## config.mk

```make
export PLATFORM = sky130hd
export DESIGN_NAME = viterbi_frame_ctrl
export DESIGN_NICKNAME = d
export VERILOG_FILES = /design/src/rtl/viterbi_pkg.sv /design/src/rtl/vfc_counter.sv /design/src/rtl/viterbi_frame_ctrl.sv
export SDC_FILE = /design/constraint.sdc
export NUM_CORES = 1
export LEC_CHECK = 0
export ABC_CLOCK_PERIOD_IN_PS = 1500
export CAP_MARGIN = 20
export CORE_ASPECT_RATIO = 1.25
export CORE_MARGIN = 1
export CORE_UTILIZATION = 25
export CTS_CLUSTER_DIAMETER = 50
export DETAILED_ROUTE_END_ITERATION = 7
export HOLD_SLACK_MARGIN = 0.05
export PLACE_DENSITY = 0.56
export RECOVER_POWER = 25
export SETUP_SLACK_MARGIN = 0.05
export SYNTH_ARGS = -nofsm -noshare
export SYNTH_HDL_FRONTEND = slang
export SYNTH_SLANG_ARGS = --single-unit
```

## constraint.sdc

```tcl
create_clock -name clk -period 1.5 [get_ports clk]
set_input_delay 0.3 -clock clk [delete_from_list [all_inputs] [get_ports clk]]
set_output_delay 0.3 -clock clk [all_outputs]
set_load 0.01 [all_outputs]
```

## src/rtl/viterbi_pkg.sv

```systemverilog
// rtl/viterbi_pkg.sv - shared state encoding, default frame constants and width helper
package viterbi_pkg;

  localparam int unsigned FRAME_LEN_DEF = 32;
  localparam int unsigned TAIL_LEN_DEF  = 2;
  localparam int unsigned TBL_DEF       = 15;

  typedef enum logic [2:0] {
    ST_IDLE,
    ST_CLEAR,
    ST_DATA,
    ST_TAIL,
    ST_FLUSH,
    ST_DONE
  } vfc_state_e;

  // Bits needed to hold max_val (at least one).
  function automatic int unsigned cnt_width(input int unsigned max_val);
    return (max_val < 2) ? 1 : $clog2(max_val + 1);
  endfunction

endpackage

```

## src/rtl/vfc_counter.sv

```systemverilog
// rtl/vfc_counter.sv - up-counter with clear, enable and terminal-count flag
//
// Ports:
//   clk  - clock, rising edge
//   rst  - synchronous active-high reset
//   clr  - synchronous clear to zero (wins over en)
//   en   - count up by one
//   tc   - high while the count equals TERMINAL
module vfc_counter
  import viterbi_pkg::*;
#(
  parameter int unsigned TERMINAL = 1,
  parameter int unsigned WIDTH    = cnt_width(TERMINAL)
) (
  input  logic clk,
  input  logic rst,
  input  logic clr,
  input  logic en,
  output logic tc
);

  logic [WIDTH-1:0] count;

  always_ff @(posedge clk) begin
    if (rst || clr) begin
      count <= '0;
    end else if (en) begin
      count <= count + WIDTH'(1);
    end
  end

  assign tc = (count == WIDTH'(TERMINAL));

endmodule

```

## src/rtl/viterbi_frame_ctrl.sv

```systemverilog
// rtl/viterbi_frame_ctrl.sv - frame sequencer between symbol PISO, Viterbi core and bit SIPO
//
// Optional feature macro: VITERBI_FRAME_WDOG_EN (FLUSH watchdog plus err_o port).
//
// Ports:
//   clk, rst                  - clock and synchronous active-high reset
//   start_i                   - begin a frame (only honoured while idle)
//   sym_valid_i/sym_data_i    - upstream symbol stream, sym_ready_o handshake
//   core_valid_o/core_data_o  - symbols (data, then zero tail/flush) to the decoder core
//   core_clr_o                - one-cycle clear of core metrics/history
//   dec_valid_i/dec_bit_i     - decoded bits from the core
//   out_valid_o/out_bit_o     - first FRAME_LEN decoded bits forwarded downstream
//   busy_o, done_o            - frame in progress / one-cycle completion pulse
//   err_o                     - watchdog expiry pulse (only with VITERBI_FRAME_WDOG_EN)
//   frame_cnt_o               - completed frame count, wraps 255->0
module viterbi_frame_ctrl
  import viterbi_pkg::*;
#(
  parameter int unsigned FRAME_LEN = FRAME_LEN_DEF,
  parameter int unsigned TAIL_LEN  = TAIL_LEN_DEF,
  parameter int unsigned TBL       = TBL_DEF
) (
  input  logic       clk,
  input  logic       rst,
  input  logic       start_i,
  input  logic       sym_valid_i,
  input  logic [1:0] sym_data_i,
  output logic       sym_ready_o,
  output logic       core_valid_o,
  output logic [1:0] core_data_o,
  output logic       core_clr_o,
  input  logic       dec_valid_i,
  input  logic       dec_bit_i,
  output logic       out_valid_o,
  output logic       out_bit_o,
  output logic       busy_o,
  output logic       done_o,
`ifdef VITERBI_FRAME_WDOG_EN
  output logic       err_o,
`endif
  output logic [7:0] frame_cnt_o
);

  localparam bit HAS_TAIL = (TAIL_LEN != 0);

  vfc_state_e state, next_state;

  logic counting;
  logic xfer;
  logic sym_last;
  logic tail_last;
  logic out_last;
  logic out_full;
  logic out_fwd;
  logic out_done_now;
  logic [7:0] frame_cnt;

  // Decoded bits are only accepted from CLEAR exit until the frame is complete.
  assign counting = (state == ST_DATA) || (state == ST_TAIL) || (state == ST_FLUSH);
  assign xfer     = (state == ST_DATA) && sym_valid_i;
  assign out_fwd  = counting && dec_valid_i && !out_full;
  // Complete either already, or with the bit being forwarded this cycle, so the
  // FSM never spends an idle FLUSH cycle waiting for a registered flag.
  assign out_done_now = out_full || (out_fwd && out_last);

  vfc_counter #(.TERMINAL(FRAME_LEN - 1)) u_sym_cnt (
    .clk (clk),
    .rst (rst),
    .clr (state == ST_CLEAR),
    .en  (xfer),
    .tc  (sym_last)
  );

  vfc_counter #(.TERMINAL(HAS_TAIL ? TAIL_LEN - 1 : 0)) u_tail_cnt (
    .clk (clk),
    .rst (rst),
    .clr (state != ST_TAIL),
    .en  (state == ST_TAIL),
    .tc  (tail_last)
  );

  // Counts forwarded bits; tc marks the FRAME_LEN-th one, after which out_full
  // holds and further bits are dropped.
  vfc_counter #(.TERMINAL(FRAME_LEN - 1)) u_out_cnt (
    .clk (clk),
    .rst (rst),
    .clr (state == ST_CLEAR),
    .en  (out_fwd),
    .tc  (out_last)
  );

`ifdef VITERBI_FRAME_WDOG_EN
  logic wd_last;
  logic wd_expire;
  logic err_q;

  // Cleared whenever outside FLUSH, so it restarts from zero on FLUSH entry.
  vfc_counter #(.TERMINAL(4 * TBL - 1)) u_wd_cnt (
    .clk (clk),
    .rst (rst),
    .clr (state != ST_FLUSH),
    .en  (state == ST_FLUSH),
    .tc  (wd_last)
  );

  assign wd_expire = (state == ST_FLUSH) && wd_last && !out_done_now;
  assign err_o     = err_q;
`endif

  always_ff @(posedge clk) begin
    if (rst) begin
      state     <= ST_IDLE;
      frame_cnt <= 8'd0;
      out_full  <= 1'b0;
`ifdef VITERBI_FRAME_WDOG_EN
      err_q     <= 1'b0;
`endif
    end else begin
      state <= next_state;
      if (state == ST_DONE) begin
        frame_cnt <= frame_cnt + 8'd1;
      end
      if (state == ST_CLEAR) begin
        out_full <= 1'b0;
      end else if (out_fwd && out_last) begin
        out_full <= 1'b1;
      end
`ifdef VITERBI_FRAME_WDOG_EN
      err_q <= wd_expire;
`endif
    end
  end

  always_comb begin
    next_state   = state;
    sym_ready_o  = 1'b0;
    core_valid_o = 1'b0;
    core_data_o  = 2'b00;
    core_clr_o   = 1'b0;
    busy_o       = 1'b1;
    done_o       = 1'b0;
    case (state)
      ST_IDLE: begin
        busy_o = 1'b0;
        if (start_i) next_state = ST_CLEAR;
      end
      ST_CLEAR: begin
        core_clr_o = 1'b1;
        next_state = ST_DATA;
      end
      ST_DATA: begin
        sym_ready_o  = 1'b1;
        core_valid_o = sym_valid_i;
        core_data_o  = sym_valid_i ? sym_data_i : 2'b00;
        if (xfer && sym_last) begin
          if (HAS_TAIL)          next_state = ST_TAIL;
          else if (out_done_now) next_state = ST_DONE;
          else                   next_state = ST_FLUSH;
        end
      end
      ST_TAIL: begin
        core_valid_o = 1'b1;
        if (tail_last) next_state = out_done_now ? ST_DONE : ST_FLUSH;
      end
      ST_FLUSH: begin
        core_valid_o = 1'b1;
        if (out_done_now) next_state = ST_DONE;
`ifdef VITERBI_FRAME_WDOG_EN
        else if (wd_expire) next_state = ST_IDLE;
`endif
      end
      ST_DONE: begin
        done_o     = 1'b1;
        next_state = ST_IDLE;
      end
      default: next_state = ST_IDLE;
    endcase
  end

  assign out_valid_o = out_fwd;
  assign out_bit_o   = out_fwd ? dec_bit_i : 1'b0;
  assign frame_cnt_o = frame_cnt;

endmodule
```

### After elaboration in Yosys (flattened, before gate mapping)

Cells that the tools add are included.

* register bits: 23
* output and inout bits: 17
* word-level logic and storage cells: 51
* bits of input ports: 8

* equality and inequality tests: 12
* reductions and logical operators: 15
* mux-type cells: 14
* $add $sub $neg: 4

Operators by type and width (number)
* 3-bit case mux with 5 select lines: 1
* 3-bit 2-to-1 mux: 4
* 5-bit by 1-bit adder with 5-bit output (second input constant): 2
* 5-bit equality test (second input constant): 2
* 8-bit by 1-bit adder with 8-bit output (second input constant): 1
* 3-bit by 2-bit equality test with 1-bit output (second input constant): 2
* 3-bit equality test (second input constant): 2
* 1-bit 2-to-1 mux: 6
* 2-bit != test (second input constant): 3
* 1-bit logical AND: 5
* 1-bit logical OR: 5
* 2-bit 2-to-1 mux: 2
* 4-bit AND reduction: 1
* 2-bit OR reduction: 2
* 3-bit by 1-bit equality test with 1-bit output (second input constant): 1
* 3-bit zero test: 1
* 3-bit by 2-bit != test with 1-bit output (second input constant): 1
* 2-bit by 1-bit != test with 1-bit output (second input constant): 1
* 1-bit case mux with 2 select lines: 1
* 1-bit adder (second input constant): 1
* 1-bit zero test: 1

### Longest topological paths before layout

* word-level depth: 10
* gate-level depth with buffers: 7
* mapped depth without buffers: 7

### By module

From an unflattened synthesis, not the netlist that was laid out.

* cells, all modules: 132
* area, all modules: 1246.2 um2

By module, submodules not included
* viterbi_frame_ctrl: cells an instance 83, area an instance 686.9 um2, times used 1, sequential area each 240.2 um2
* vfc_counter at u_out_cnt ...: cells an instance 23, area an instance 260.2 um2, times used 2, sequential area each 100.1 um2
* vfc_counter at u_tail_cnt: cells an instance 3, area an instance 38.8 um2, times used 1, sequential area each 20.0 um2

### Worst setup path after synthesis

No wires, ideal clock.

* kind: reg-to-reg
* start point: reg u_out_cnt.count[0]
* end point: reg state[0]
* data required time: 1372 ps
* path buffers: 0
* slack: 14 ps
* setup time: 128 ps
* clock period less this slack: 1486 ps
* data arrival time: 1359 ps
* stages on the path, launching flop included: 8
* cells stage by stage: dfxtp_1 ha_1 and3_1 ha_1 a21oi_1 o221ai_1 a31oi_1 nor2_1

* cells in the longest elaborated chain, start to end: 6
* elaborated cells on any way between the ends: 8
* classes of those cells: eq/ne: 2; mux: 3; reduce/logical: 3

RTL lines
* start, declared: RTL line vfc_counter.sv:22 `logic [WIDTH-1:0] count;`
* start signal, assigned: RTL line vfc_counter.sv:28 `count <= count + WIDTH'(1);`
* 5-bit equality test *: RTL line vfc_counter.sv:32 `assign tc = (count == WIDTH'(TERMINAL));`
* 1-bit logical AND *: RTL line viterbi_frame_ctrl.sv:64 `assign out_done_now = out_full || (out_fwd && out_last);`
* 1-bit logical OR *: RTL line viterbi_frame_ctrl.sv:64
* 1-bit 2-to-1 mux: RTL line viterbi_frame_ctrl.sv:163 `if (tail_last) next_state = out_done_now ? ST_DONE : ST_FLUSH;`
* 3-bit 2-to-1 mux: RTL line viterbi_frame_ctrl.sv:163
* 3-bit case mux with 5 select lines: RTL line viterbi_frame_ctrl.sv:142 `case (state)`
* end signal, assigned: RTL line viterbi_frame_ctrl.sv:119 `state <= next_state;`
* end, declared: RTL line viterbi_frame_ctrl.sv:46 `vfc_state_e state, next_state;`

Every way passes the cells marked *; elsewhere a longest branch is shown, timed or not. The select of a mux whose other input is x is not followed.
A chain may end at the register's enable or synchronous reset.

### Worst setup path after layout

* start point: reg state[2]
* end point: out out_bit_o

* cells in the longest elaborated chain, start to end: 6
* elaborated cells on any way between the ends: 8
* classes of those cells: eq/ne: 3; mux: 1; reduce/logical: 4

RTL lines
* 3-bit by 2-bit equality test with 1-bit output: RTL line viterbi_frame_ctrl.sv:59 `assign counting = (state == ST_DATA) || (state == ST_TAIL) || (state == ST_FLUSH);`
* 1-bit logical OR: RTL line viterbi_frame_ctrl.sv:59
* 1-bit logical OR *: RTL line viterbi_frame_ctrl.sv:59
* 1-bit logical AND * (2 in a row): RTL line viterbi_frame_ctrl.sv:61 `assign out_fwd = counting && dec_valid_i && !out_full;`
* 1-bit 2-to-1 mux *: RTL line viterbi_frame_ctrl.sv:181 `assign out_bit_o = out_fwd ? dec_bit_i : 1'b0;`
* end, declared: RTL line viterbi_frame_ctrl.sv:35 `output logic out_bit_o,`

Every way passes the cells marked *; elsewhere a longest branch is shown, timed or not.

==> impl_metrics.yaml <==
critical_path:
  arrival_ns: 1.33
  worstSetupEndpointType: "primary output"
  crit_fanout: 5
  path_class: "register to primary output"
  startpoint_type: "register"
  required_ns: 1.20
die:
  io_pins: 25
  die_height_um: 77.4
  die_w_um: 62.3
  coreArea_um2: 4390
  rows: 27
  initial_utilization: 0.259
  die_area_um2: 4820
clock_tree:
  cts_hold_buf: 0
  cts.sinks: 23
  clock_path_buffers: 2
  clkTransAtPathRegs_ns: 0.09
  numCtsBuffers: 3
  cts_root_buffer: "clkbuf_8"
  clock_latency_ns: 0.27
  h-tree-depth: 1
  tritoncts: "done"
drt:
  drc: 0
  ant_nets: 0
  first_pass_iters: 4
  drtIter0Drc: 46
  drt_wl_total_mm: 2.95
  num_vias: 1099
  wl_per_cell_um: 12.5
  vias_per_cell: 4.64
power_and_ir_drop:
  swShare: 0.280
  power_frac_clock: 0.268
  p_comb_frac: 0.279
  leakage_nw: 0.839
  seqPwrFrac: 0.453
  powerDensity_nw_per_um2: 783
  ir_drop_mv: 0.474
  power_switching_uw: 412
  internal_power_mw: 1.06
synthesis:
  synth_nets: 139
  ys_async_sr_fraction: 0
  yosys-top-cells-area: "dfxtp_1 (40%), nor2_1 (6.9%), xor2_1 (6.2%)"
  ys_seq_elements: 23
  synthCells: 126
  synth-main-ff-cell: "dfxtp_1"
  ys_seq_area_frac: 0.405
  yosys.area.top_type: "dfxtp_1"
  synth-edff-count: 0
  syn_avg_cell_area_um2: 9.03
  synth_top_area_share: 0.405
  ys_warn_count: 0
  synth_area_um2: 1140
  ys_types: 37
timing:
  finalMaxSlewViolations: 0
  fmax_mhz: 615
  hold_viol: 0
  final.setup.worst_slack_ns: -0.125
  period_share: 1.08
  period_needed_ns: 1.63
  worst_slew_pin_slew_ns: 0.330
  rsz0062_at_grt: "true"
  timing.slew.headroom: 0.777
  setup_viol: 7
  finClkSkew_ns: 0.0108
final_layout:
  fin_nets: 193
  final_core_util: 0.427
  area_growth_pct: 65.0
  drive_gt1_frac: 0.441
  num_antenna_cells: 0
place:
  io_buffers: 24
  gp_congestion: 0.764
  dp_hpwl_mm: 1.94
  pre_cts_ws_ns: -0.657
global_routing:
  grt_overflow_total: 0
  antenna_found_initial: 0
  grt_max_degree: 14
  grt_pass1_wl_mm: 4.90
  grt_use_total: 0.127
  grt_pass1_vias: 1094
min_path:
  hp-class: "register to register"
status:
  violations: "setup timing"
  outcome: "complete, but fails checks"
job:
  max-cap-violations: 0
-- per-layer routing --
metal,up-vias,track usage,wire length (um)
met5,-,0,0
met2,26,0.238,1600
met1,522,0.142,1210
met4,0,0.0233,30
li1,547,-,-
met3,4,0.0338,111
-- layout make-up --
cell class	instances	area [um2]
Sequential cell	23	482
Inverter	3	11.3
Clock buffer	3	41.3
Tap cell	58	72.6
Fill cell	453	2510
Clock inverter	1	5.00
Multi-Input combinational cell	94	783
Timing Repair Buffer	55	482
-- metrics by stage --
stage | hold WS (ns) | instance area [um2] | TNS (ns) | power, mW | instances
floorplan | 0.369 | 1140 | 0 | 0.821 | 126
global placement | 0.480 | 1570 | -4.51 | 0.967 | 222
detailed placement | 0.498 | 1570 | -4.94 | 0.975 | 222
CTS | 0.492 | 1750 | -0.541 | 1.44 | 231
global route | 0.513 | 1880 | -0.900 | 1.55 | 237
finish | 0.485 | 1880 | -0.510 | 1.47 | 237
-- worst max-delay path: stages, from the launching register on --
cell and delay (ns):
dfxtp_4 0.40, nor3b_4 0.27, o21ai_2 0.09, inv_1 0.06, and2_1 0.11, buf_2 0.12
-- layout by cell type (no fill, tap or decap), types with 4 or more instances in the layout --
cell / count
nor2_1: 21
xor2_1: 8
buf_2: 4
buf_6: 11
dfxtp_1: 12
dfxtp_2: 8
nand4_1: 4
clkdlybuf4s50_1: 5
mux2i_1: 5
buf_4: 24
dlygate4sd2_1: 10
nand2_1: 5
xnor2_1: 4
-- cells in the mapped netlist (all sizes together), types with 3 or more instances --
cell   instances
buf            5
dfxtp         23
xnor2          4
and3           5
nand2          5
xor2           8
mux2i          5
nand4          4
a21oi          3
inv            3
nor2b          3
ha             5
o21ai          4
and2           3
nor3           4
nor2          21
-- path summary, 6_finish.rpt --
check	slack (ns)	start	end	cells past startpoint
hold / removal	0.48	frame_cnt_o[1]	frame_cnt_o[1]	2
hold reg to reg	0.48	frame_cnt_o[1]	frame_cnt_o[1]	2
setup / recovery	-0.13	state[2]	out_bit_o	5
setup reg to reg	0.06	u_out_cnt.count[1]	state[0]	7
-- cells by family (layout without fill, tap and decap cells) --
group | Yosys count | in the layout | synth area share
AOI/OAI and AO/OA | 15 | 15 | 0.0858
buffers and inverters | 9 | 62 | 0.0396
DFF | 23 | 23 | 0.405
adders and majority gates | 5 | 5 | 0.0550
and+or+nand+nor | 57 | 57 | 0.278
muxes | 5 | 5 | 0.0440
xor gates and xnor gates | 12 | 12 | 0.0924
-- power groups by stage --
stage          registers (mW)  clock network [mW]  logic, mW
2_1_floorplan           0.657                   0      0.164
3_3_place_gp            0.663                   0      0.305
3_5_place_dp            0.663                   0      0.312
4_1_cts                 0.660               0.415      0.368
5_1_grt                 0.669               0.433      0.446
6_report                0.666               0.394      0.410
-- timing repair --
action | in CTS | in global routing
gates resized for setup | 83 | 16
endpoints found under the setup margin | 19 | 10
buffers inserted | 5 | 6
cloned | 0 | 0
pin swaps | 11 | 14
-- state kept, by name, indices dropped and copies added, names as in the netlist --
| signal | flops |
|---|---|
| u_tail_cnt.tc | 1 |
| frame_cnt_o | 8 |
| state | 3 |
| u_out_cnt.count | 5 |
| out_full | 1 |
| u_sym_cnt.count | 5 |
(Power assumes the default switching activity.)
